<file path="config.mk">
export PLATFORM = sky130hd
export DESIGN_NAME = prga
export DESIGN_NICKNAME = d
export VERILOG_FILES = /design/src/rtl/arc4_pkg.sv /design/src/rtl/prga.sv
export SDC_FILE = /design/constraint.sdc
export NUM_CORES = 1
export LEC_CHECK = 0
export BUFFER_PORTS_ARGS = -buffer_cell sky130_fd_sc_hd__buf_2
export CORE_MARGIN = 5
export CORE_UTILIZATION = 52
export DETAILED_ROUTE_END_ITERATION = 8
export MAX_ROUTING_LAYER = met4
export PLACE_DENSITY = 0.89
export SETUP_SLACK_MARGIN = 0.05
export SLEW_MARGIN = 30
export SYNTH_ARGS = -nofsm -noshare
export SYNTH_HDL_FRONTEND = slang
export SYNTH_SLANG_ARGS = --single-unit
</file>
<file path="constraint.sdc">
create_clock -name clk -period 1.81 [get_ports clk]
set_input_delay 0.181 -clock clk [delete_from_list [all_inputs] [get_ports clk]]
set_output_delay 0.181 -clock clk [all_outputs]
set_load 0.1 [all_outputs]
</file>
<file path="src/rtl/arc4_pkg.sv">
// ARC4 shared package.
// Holds the state encodings and constants used by the ARC4 blocks: the
// key-scheduling FSM types and the PRGA (keystream/decrypt) FSM types.
`timescale 1ns/1ps
package arc4_pkg;

  // Address of the length byte in the ciphertext RAM.
  localparam logic [7:0] LEN_ADDR = 8'd0;

  // Cycles spent by the PRGA per message byte (RD_SI .. WR_PT).
  localparam int CYCLES_PER_BYTE = 9;

  // Key-scheduling FSM states.
  typedef enum logic [2:0] {
    KSA_IDLE,
    KSA_INIT,
    KSA_RD_SI,
    KSA_WT_SI,
    KSA_RD_SJ,
    KSA_WT_SJ,
    KSA_WR_SI,
    KSA_WR_SJ
  } ksa_state_t;

  // PRGA FSM states. RD_* present an address, WT_* capture the
  // synchronous RAM read data, WR_* issue a write.
  typedef enum logic [3:0] {
    IDLE,
    RD_LEN,
    WT_LEN,
    WR_LEN,
    RD_SI,
    WT_SI,
    RD_SJ,
    WT_SJ,
    WR_SI,
    WR_SJ,
    RD_PAD,
    WT_PAD,
    WR_PT
  } prga_state_t;

endpackage

</file>
<file path="src/rtl/prga.sv">
// ARC4 pseudo-random generation / decrypt block.
// Reads length L and L ciphertext bytes from the ciphertext RAM, runs the
// RC4 keystream over the S-box RAM left by key scheduling, and writes L
// followed by the L plaintext bytes to the plaintext RAM.
// Ports:
//   clk, rst_n                    clock, asynchronous active-low reset
//   en / rdy                      start request / idle indication
//   s_addr, s_wrdata, s_wren      S-box RAM port; s_rddata read data
//   ct_addr                       ciphertext RAM address; ct_rddata read data
//   pt_addr, pt_wrdata, pt_wren   plaintext RAM write port
// All RAMs are synchronous: read data is valid the cycle after the address.
`timescale 1ns/1ps
module prga
  import arc4_pkg::*;
(
  input  logic       clk,
  input  logic       rst_n,
  input  logic       en,
  output logic       rdy,
  output logic [7:0] s_addr,
  output logic [7:0] s_wrdata,
  output logic       s_wren,
  input  logic [7:0] s_rddata,
  output logic [7:0] ct_addr,
  input  logic [7:0] ct_rddata,
  output logic [7:0] pt_addr,
  output logic [7:0] pt_wrdata,
  output logic       pt_wren
);

  prga_state_t state, state_nx;

  logic [7:0] i;        // S index, increments per byte
  logic [7:0] j;        // S index, accumulates S[i]
  logic [7:0] k;        // message byte index, 1..L
  logic [7:0] len;      // message length L
  logic [7:0] si;       // S[i] before swap
  logic [7:0] sj;       // S[j] before swap
  logic [7:0] pad;      // keystream byte
  logic [7:0] ct_byte;  // ciphertext byte k

  // Datapath registers and the state register.
  // NOTE: sequential state uses non-blocking assignments so every register
  // in this block samples pre-edge values, regardless of statement order.
  always_ff @(posedge clk or negedge rst_n) begin
    if (!rst_n) begin
      state   <= IDLE;
      i       <= 8'd0;
      j       <= 8'd0;
      k       <= 8'd0;
      len     <= 8'd0;
      si      <= 8'd0;
      sj      <= 8'd0;
      pad     <= 8'd0;
      ct_byte <= 8'd0;
    end else begin
      state <= state_nx;
      unique case (state)
        IDLE: begin
          if (en) begin
            i <= 8'd0;
            j <= 8'd0;
            k <= 8'd0;
          end
        end
        WT_LEN: len <= ct_rddata;
        WR_LEN: begin
          if (len != 8'd0) begin
            i <= 8'd1;
            k <= 8'd1;
          end
        end
        WT_SI: begin
          si <= s_rddata;
          j  <= j + s_rddata;  // wraps mod 256
        end
        WT_SJ: sj <= s_rddata;
        WT_PAD: begin
          pad     <= s_rddata;
          ct_byte <= ct_rddata;
        end
        WR_PT: begin
          if (k != len) begin
            k <= k + 8'd1;
            i <= i + 8'd1;
          end
        end
        default: ;
      endcase
    end
  end

  // Next state and RAM port drive. Outputs are purely a function of the
  // current state so reset forces them to 0 the moment IDLE is entered.
  // NOTE: every output gets a default before the case so no path through
  // this block leaves a value unassigned (which would infer a latch).
  always_comb begin
    state_nx  = state;
    s_addr    = 8'd0;
    s_wrdata  = 8'd0;
    s_wren    = 1'b0;
    ct_addr   = 8'd0;
    pt_addr   = 8'd0;
    pt_wrdata = 8'd0;
    pt_wren   = 1'b0;
    unique case (state)
      IDLE:   if (en) state_nx = RD_LEN;
      RD_LEN: begin
        ct_addr  = LEN_ADDR;
        state_nx = WT_LEN;
      end
      WT_LEN: state_nx = WR_LEN;
      WR_LEN: begin
        pt_addr   = LEN_ADDR;
        pt_wrdata = len;
        pt_wren   = 1'b1;
        state_nx  = (len == 8'd0) ? IDLE : RD_SI;
      end
      RD_SI: begin
        s_addr   = i;
        state_nx = WT_SI;
      end
      WT_SI: state_nx = RD_SJ;
      RD_SJ: begin
        s_addr   = j;
        state_nx = WT_SJ;
      end
      WT_SJ: state_nx = WR_SI;
      // The swap always issues both writes; when i == j they hit the same
      // address with the same value, which leaves S unchanged.
      WR_SI: begin
        s_addr   = i;
        s_wrdata = sj;
        s_wren   = 1'b1;
        state_nx = WR_SJ;
      end
      WR_SJ: begin
        s_addr   = j;
        s_wrdata = si;
        s_wren   = 1'b1;
        state_nx = RD_PAD;
      end
      // After the swap S[i] = sj and S[j] = si, so the pad index is si+sj.
      RD_PAD: begin
        s_addr   = si + sj;
        ct_addr  = k;
        state_nx = WT_PAD;
      end
      WT_PAD: state_nx = WR_PT;
      WR_PT: begin
        pt_addr   = k;
        pt_wrdata = pad ^ ct_byte;
        pt_wren   = 1'b1;
        state_nx  = (k == len) ? IDLE : RD_SI;
      end
      default: state_nx = IDLE;
    endcase
  end

  assign rdy = (state == IDLE);

endmodule

</file>
==> results of run 1 <==
[cell families after synthesis]
family	Yosys count	synth area share (%)
simple gates	136	17.7
flops	68	42.6
compound gates	66	11.8
mux	42	11.5
xor+xnor	35	7.68
buf+inv	22	2.70
fa+ha+maj	18	6.02
[timing repair]
action / in CTS
cloned: 4
gates resized for setup: 92
endpoints found under the hold margin: 68
hold buffers: 1
buffers inserted: 35
pin swaps: 52
endpoints found under the setup margin: 82
[metrics by stage]
step | std cells | hold WS (ns) | util, %
CTS | 649 | 0.0726 | 87.1
detailed placement | 595 | 0.229 | 75.3
global placement | 595 | 0.221 | 75.3
floorplan | 387 | -0.115 | -
==> run_summary.xml, run 1 <==
<?xml version="1.0" encoding="UTF-8"?>
<metrics>
  <group name="cts">
    <metric name="ctsLongestPathBuffers" unit="">2</metric>
    <metric name="numClockSinks" unit="">68</metric>
    <metric name="tritoncts.num_buffers" unit="">9</metric>
    <metric name="cts_max_level" unit="">3</metric>
    <metric name="cts_root_buffer" unit="">clkbuf_8</metric>
  </group>
  <group name="global_route">
    <metric name="antenna_found_initial" unit="">0</metric>
    <metric name="grt_max_degree" unit="">69</metric>
  </group>
  <group name="synth">
    <metric name="most_used_flip_flop_cell_after_synthesis" unit="">dfrtp_1</metric>
    <metric name="post-synth-top-count-cell" unit="">dfrtp_1</metric>
    <metric name="syn-cell-area" unit="µm²">3990</metric>
    <metric name="synth_largest_type_area_fraction" unit="%">42.6</metric>
    <metric name="synth_commonest_cells" unit="">dfrtp_1, nand2_1, mux2_2, xor2_1, nor2_1</metric>
    <metric name="number_of_instances_in_the_synthesized_netlist" unit="">387</metric>
    <metric name="post-synth-top-area-cell" unit="">dfrtp_1</metric>
    <metric name="synthesized_nets" unit="">424</metric>
    <metric name="synthTopCellsByArea" unit="">dfrtp_1, mux2_2, xor2_1</metric>
    <metric name="yosysWarningCount" unit="">0</metric>
    <metric name="synthesized_area_divided_by_synthesized_cell_count" unit="µm²">10.3</metric>
    <metric name="ys_ff_latch" unit="">68</metric>
    <metric name="synth-seq-area-share" unit="%">42.6</metric>
    <metric name="synth-edff-count" unit="">0</metric>
    <metric name="synthArstFlopShare" unit="%">100</metric>
    <metric name="number_of_distinct_library_cells_after_synthesis" unit="">48</metric>
  </group>
  <group name="sta">
    <metric name="worstEpCategory" unit="">top-level output</metric>
    <metric name="grt_repair_worst_endpoint" unit="">s_addr[6]</metric>
  </group>
  <group name="status">
    <metric name="error_msg" unit="">[ERROR DPL-0033] detailed placement checks failed during check placement.</metric>
    <metric name="result_of_the_run" unit="">did not finish</metric>
    <metric name="flow.stopped_at" unit="">global routing (5_1_grt)</metric>
  </group>
  <group name="floorplanning">
    <metric name="die_h" unit="µm">97.6</metric>
    <metric name="rows" unit="">32</metric>
    <metric name="ioPinCount" unit="">62</metric>
    <metric name="start_util" unit="%">52.5</metric>
    <metric name="die_width" unit="µm">97.6</metric>
  </group>
  <group name="placement">
    <metric name="half_perimeter_wire_length_after_placement" unit="µm">9620</metric>
    <metric name="dpl_cell_area" unit="µm²">5730</metric>
    <metric name="pre_cts_setup_slack" unit="ns">-0.480</metric>
    <metric name="buffer_ports.inserted" unit="">61</metric>
    <metric name="placer_s_final_routability_congestion_estimate" unit="">0.952</metric>
  </group>
</metrics>
==> run 2, diff against run 1 <==
--- a/config.mk
+++ b/config.mk
@@ -7,11 +7,9 @@
 export LEC_CHECK = 0
 export BUFFER_PORTS_ARGS = -buffer_cell sky130_fd_sc_hd__buf_2
 export CORE_MARGIN = 5
-export CORE_UTILIZATION = 52
+export CORE_UTILIZATION = 40
 export DETAILED_ROUTE_END_ITERATION = 8
-export MAX_ROUTING_LAYER = met4
-export PLACE_DENSITY = 0.89
-export SETUP_SLACK_MARGIN = 0.05
+export PLACE_DENSITY_LB_ADDON = 0.15
 export SLEW_MARGIN = 30
 export SYNTH_ARGS = -nofsm -noshare
 export SYNTH_HDL_FRONTEND = slang
==> constraint.sdc (replaced) <==
create_clock -name clk -period 2.4 [get_ports clk]
set_input_delay 0.24 -clock clk [delete_from_list [all_inputs] [get_ports clk]]
set_output_delay 0.24 -clock clk [all_outputs]
set_load 0.1 [all_outputs]
==> run 2 against run 1 <==
Effect of this change:
- the flow now finishes, with violations (negative setup slack)
- synthesized cell count is the same
- synthesized area is the same
==> run_summary.xml, run 2 <==
<?xml version="1.0" encoding="UTF-8"?>
<metrics>
  <group name="cts">
    <metric name="numClockSinks" unit="">68</metric>
    <metric name="tritoncts.num_buffers" unit="">9</metric>
    <metric name="ctsLongestPathBuffers" unit="">2</metric>
    <metric name="clk_latency" unit="ns">0.35</metric>
    <metric name="cts_tree" unit="">yes</metric>
    <metric name="cts_root_buffer" unit="">clkbuf_8</metric>
    <metric name="cts_max_level" unit="">3</metric>
    <metric name="path_clk_slew" unit="ns">0.08</metric>
  </group>
  <group name="global_route">
    <metric name="via_count_of_the_first_global_routing_pass" unit="">3321</metric>
    <metric name="grt_overflow_total" unit="">0</metric>
    <metric name="grt_first_pass_wirelength" unit="µm">17300</metric>
    <metric name="antenna_found_initial" unit="">0</metric>
    <metric name="grt_max_degree" unit="">47</metric>
    <metric name="groute.usage.overall" unit="%">18.9</metric>
  </group>
  <group name="synth">
    <metric name="number_of_distinct_library_cells_after_synthesis" unit="">48</metric>
    <metric name="synth_simple_gate_area_share" unit="%">17.7</metric>
    <metric name="post-synth-top-count-cell" unit="">dfrtp_1</metric>
    <metric name="synth-seq-area-share" unit="%">42.6</metric>
    <metric name="synth_area_in_compound_gates" unit="%">11.8</metric>
    <metric name="synthAdderAreaFrac" unit="%">6.02</metric>
    <metric name="synth_commonest_cells" unit="">dfrtp_1, nand2_1, mux2_2, xor2_1, nor2_1</metric>
    <metric name="ys_ff_latch" unit="">68</metric>
    <metric name="synthArstFlopShare" unit="%">100</metric>
    <metric name="xor_xnor_share_of_the_synthesized_area" unit="%">7.68</metric>
    <metric name="most_used_flip_flop_cell_after_synthesis" unit="">dfrtp_1</metric>
    <metric name="synthesized_area_divided_by_synthesized_cell_count" unit="µm²">10.3</metric>
    <metric name="syn-cell-area" unit="µm²">3990</metric>
    <metric name="synth-edff-count" unit="">0</metric>
    <metric name="synthTopCellsByArea" unit="">dfrtp_1, mux2_2, xor2_1</metric>
    <metric name="number_of_instances_in_the_synthesized_netlist" unit="">387</metric>
    <metric name="synth_largest_type_area_fraction" unit="%">42.6</metric>
    <metric name="synthesized_nets" unit="">424</metric>
    <metric name="yosysWarningCount" unit="">0</metric>
    <metric name="post-synth-top-area-cell" unit="">dfrtp_1</metric>
    <metric name="synth_top_family_by_area" unit="">simple AND/OR/NAND/NOR gates</metric>
    <metric name="yosys-mux-area-fraction" unit="%">11.5</metric>
  </group>
  <group name="setup_path">
    <metric name="worst_ep_arrival_time" unit="ns">2.29</metric>
    <metric name="critical_path_peak_fanout" unit="">2</metric>
    <metric name="timing.critical_path.from_type" unit="">flop</metric>
    <metric name="critical_path_capture_point_type" unit="">primary output</metric>
    <metric name="worst-setup-path-type" unit="">flop to primary output</metric>
    <metric name="critPathRequiredTime" unit="ns">2.16</metric>
  </group>
  <group name="placement">
    <metric name="placer_s_final_routability_congestion_estimate" unit="">0.870</metric>
    <metric name="buffer_ports.inserted" unit="">61</metric>
    <metric name="dpl_cell_area" unit="µm²">5040</metric>
    <metric name="half_perimeter_wire_length_after_placement" unit="µm">7780</metric>
    <metric name="pre_cts_setup_slack" unit="ns">0.00831</metric>
  </group>
  <group name="power">
    <metric name="cellPowerDensity" unit="nW/µm²">1300</metric>
    <metric name="ir_drop_worst_case_vdd" unit="mV">0.686</metric>
    <metric name="leakage_power" unit="nW">2.43</metric>
  </group>
  <group name="drt">
    <metric name="dr.first_iter.drc_count" unit="">158</metric>
    <metric name="drt.antenna.violating_nets" unit="">0</metric>
    <metric name="totalWireLength" unit="µm">10400</metric>
    <metric name="wl_per_cell" unit="µm">17.4</metric>
    <metric name="vias_per_cell" unit="">5.25</metric>
    <metric name="detail_route.drc_violations" unit="">0</metric>
    <metric name="total_number_of_vias" unit="">3139</metric>
    <metric name="drt-pass1-iter-count" unit="">6</metric>
  </group>
  <group name="run">
    <metric name="drv_cap" unit="">0</metric>
  </group>
  <group name="sta">
    <metric name="finalSetupViolations" unit="">3</metric>
    <metric name="fin_ws" unit="ns">-0.130</metric>
    <metric name="final_max_slew_viol_count" unit="">0</metric>
    <metric name="rsz0062_at_grt" unit="">yes</metric>
    <metric name="finClkSkew" unit="ns">0.0146</metric>
    <metric name="remaining_max_slew_budget_at_the_tightest_pin" unit="%">62.7</metric>
    <metric name="timing.fmax" unit="MHz">395</metric>
    <metric name="fin_crit" unit="ns">2.53</metric>
    <metric name="timing.final.hold_violations" unit="">0</metric>
    <metric name="final.period_utilization" unit="%">105</metric>
    <metric name="slew_worst_pin" unit="ns">0.560</metric>
  </group>
  <group name="floorplanning">
    <metric name="die_h" unit="µm">110</metric>
    <metric name="fp.dieArea" unit="µm²">12100</metric>
    <metric name="die_width" unit="µm">110</metric>
    <metric name="design.core.area" unit="µm²">9770</metric>
    <metric name="ioPinCount" unit="">62</metric>
    <metric name="rows" unit="">36</metric>
    <metric name="start_util" unit="%">40.8</metric>
  </group>
  <group name="hold_path">
    <metric name="hold_class" unit="">input port to flop</metric>
  </group>
  <group name="finish">
    <metric name="final_core_utilization" unit="%">54.4</metric>
    <metric name="antennaDiodeCount" unit="">0</metric>
    <metric name="final_layout_size_suffix_gt1_share" unit="%">35.1</metric>
    <metric name="mostFrequentLayoutCells" unit="">dfrtp_1, nand2_1, buf_12</metric>
    <metric name="final_common_cell" unit="">dfrtp_1</metric>
    <metric name="num-nets-final" unit="">497</metric>
    <metric name="area_growth_syn_to_layout" unit="%">33.2</metric>
    <metric name="fin_area" unit="µm²">5320</metric>
  </group>
  <group name="status">
    <metric name="failing_checks" unit="">negative setup slack</metric>
    <metric name="result_of_the_run" unit="">complete, but fails checks</metric>
  </group>
</metrics>
## run 2: report_power, final
group | internal (mW) | switching, mW | leakage (nW)
logic | 1.63 | 2.22 | 1.48
clock network | 0.487 | 0.486 | 0.104
registers | 1.61 | 0.482 | 0.843
total | 3.72 | 3.18 | 2.43
## run 2: area by class of cell
type	count	area, µm²
clock buffer	9	124
clock inverter	7	75.1
fill	897	4460
inverter	4	15.0
multi-input combinational	297	2270
sequential	68	1700
tap	133	166
timing repair buffer	80	968
## run 2: cells by family after synthesis
kind of cell	Yosys count
flip-flops	68
multiplexers	42
AND/OR/NAND/NOR	136
adder cells (fa/ha/maj)	18
AO/OA/AOI/OAI	66
buffers and inverters	22
XOR/XNOR	35
## run 2: what timing repair did
| item | in CTS | in global routing |
|---|---|---|
| pin swaps | 7 | 4 |
| hold buffers | 1 | 0 |
| setup buffers | 4 | 0 |
| resized for setup | 6 | 8 |
| endpoints found under the setup margin | 4 | 15 |
| endpoints found under the hold margin | 22 | 0 |
## run 2: stage by stage
stage	power (mW)	instances	hold WS [ns]	TNS, ns
floorplan	4.73	387	-0.0556	-3.25
global placement	5.76	578	0.266	0
detailed placement	5.83	578	0.270	0
CTS	6.91	598	0.123	-0.314
global route	7.36	598	0.128	-0.663
finish	6.91	598	0.138	-0.269
## run 2: path summary, 6_finish.rpt
path / start / slack (ns) / end / cells after the start
worst max-delay path: si[0] / -0.13 / s_addr[6] / 9
worst min-delay path: ct_rddata[6] / 0.14 / ct_byte[6] / 2
worst max register to register: j[0] / 0.31 / j[6] / 8
worst min register to register: j[7] / 0.50 / j[7] / 1
max in group asynchronous: rst_n / 1.34 / state[0] / 3
min in group asynchronous: rst_n / 0.42 / k[5] / 2
## run 2: critical path, cell delays in order, from the launching register on
cell and delay [ns]:
dfrtp_1 0.39, ha_2 0.20, fa_2 0.33, a21o_1 0.17, a21oi_2 0.13, nor2b_1 0.06
o21ai_1 0.17, nand4b_1 0.14, o311ai_2 0.13, buf_12 0.22
## run 2: routing by layer
| layer | up-vias | GRT usage [%] | wire length (µm) | part of all wire, % |
|---|---|---|---|---|
| met5 | - | 0 | 0 | 0 |
| met4 | 0 | 7.84 | 194 | 1.9 |
| met3 | 14 | 3.35 | 373 | 3.6 |
| met2 | 68 | 29.8 | 4890 | 47 |
| met1 | 1535 | 25.6 | 4920 | 47 |
| li1 | 1522 | - | - | - |
Power figures use the tool's default switching activity.
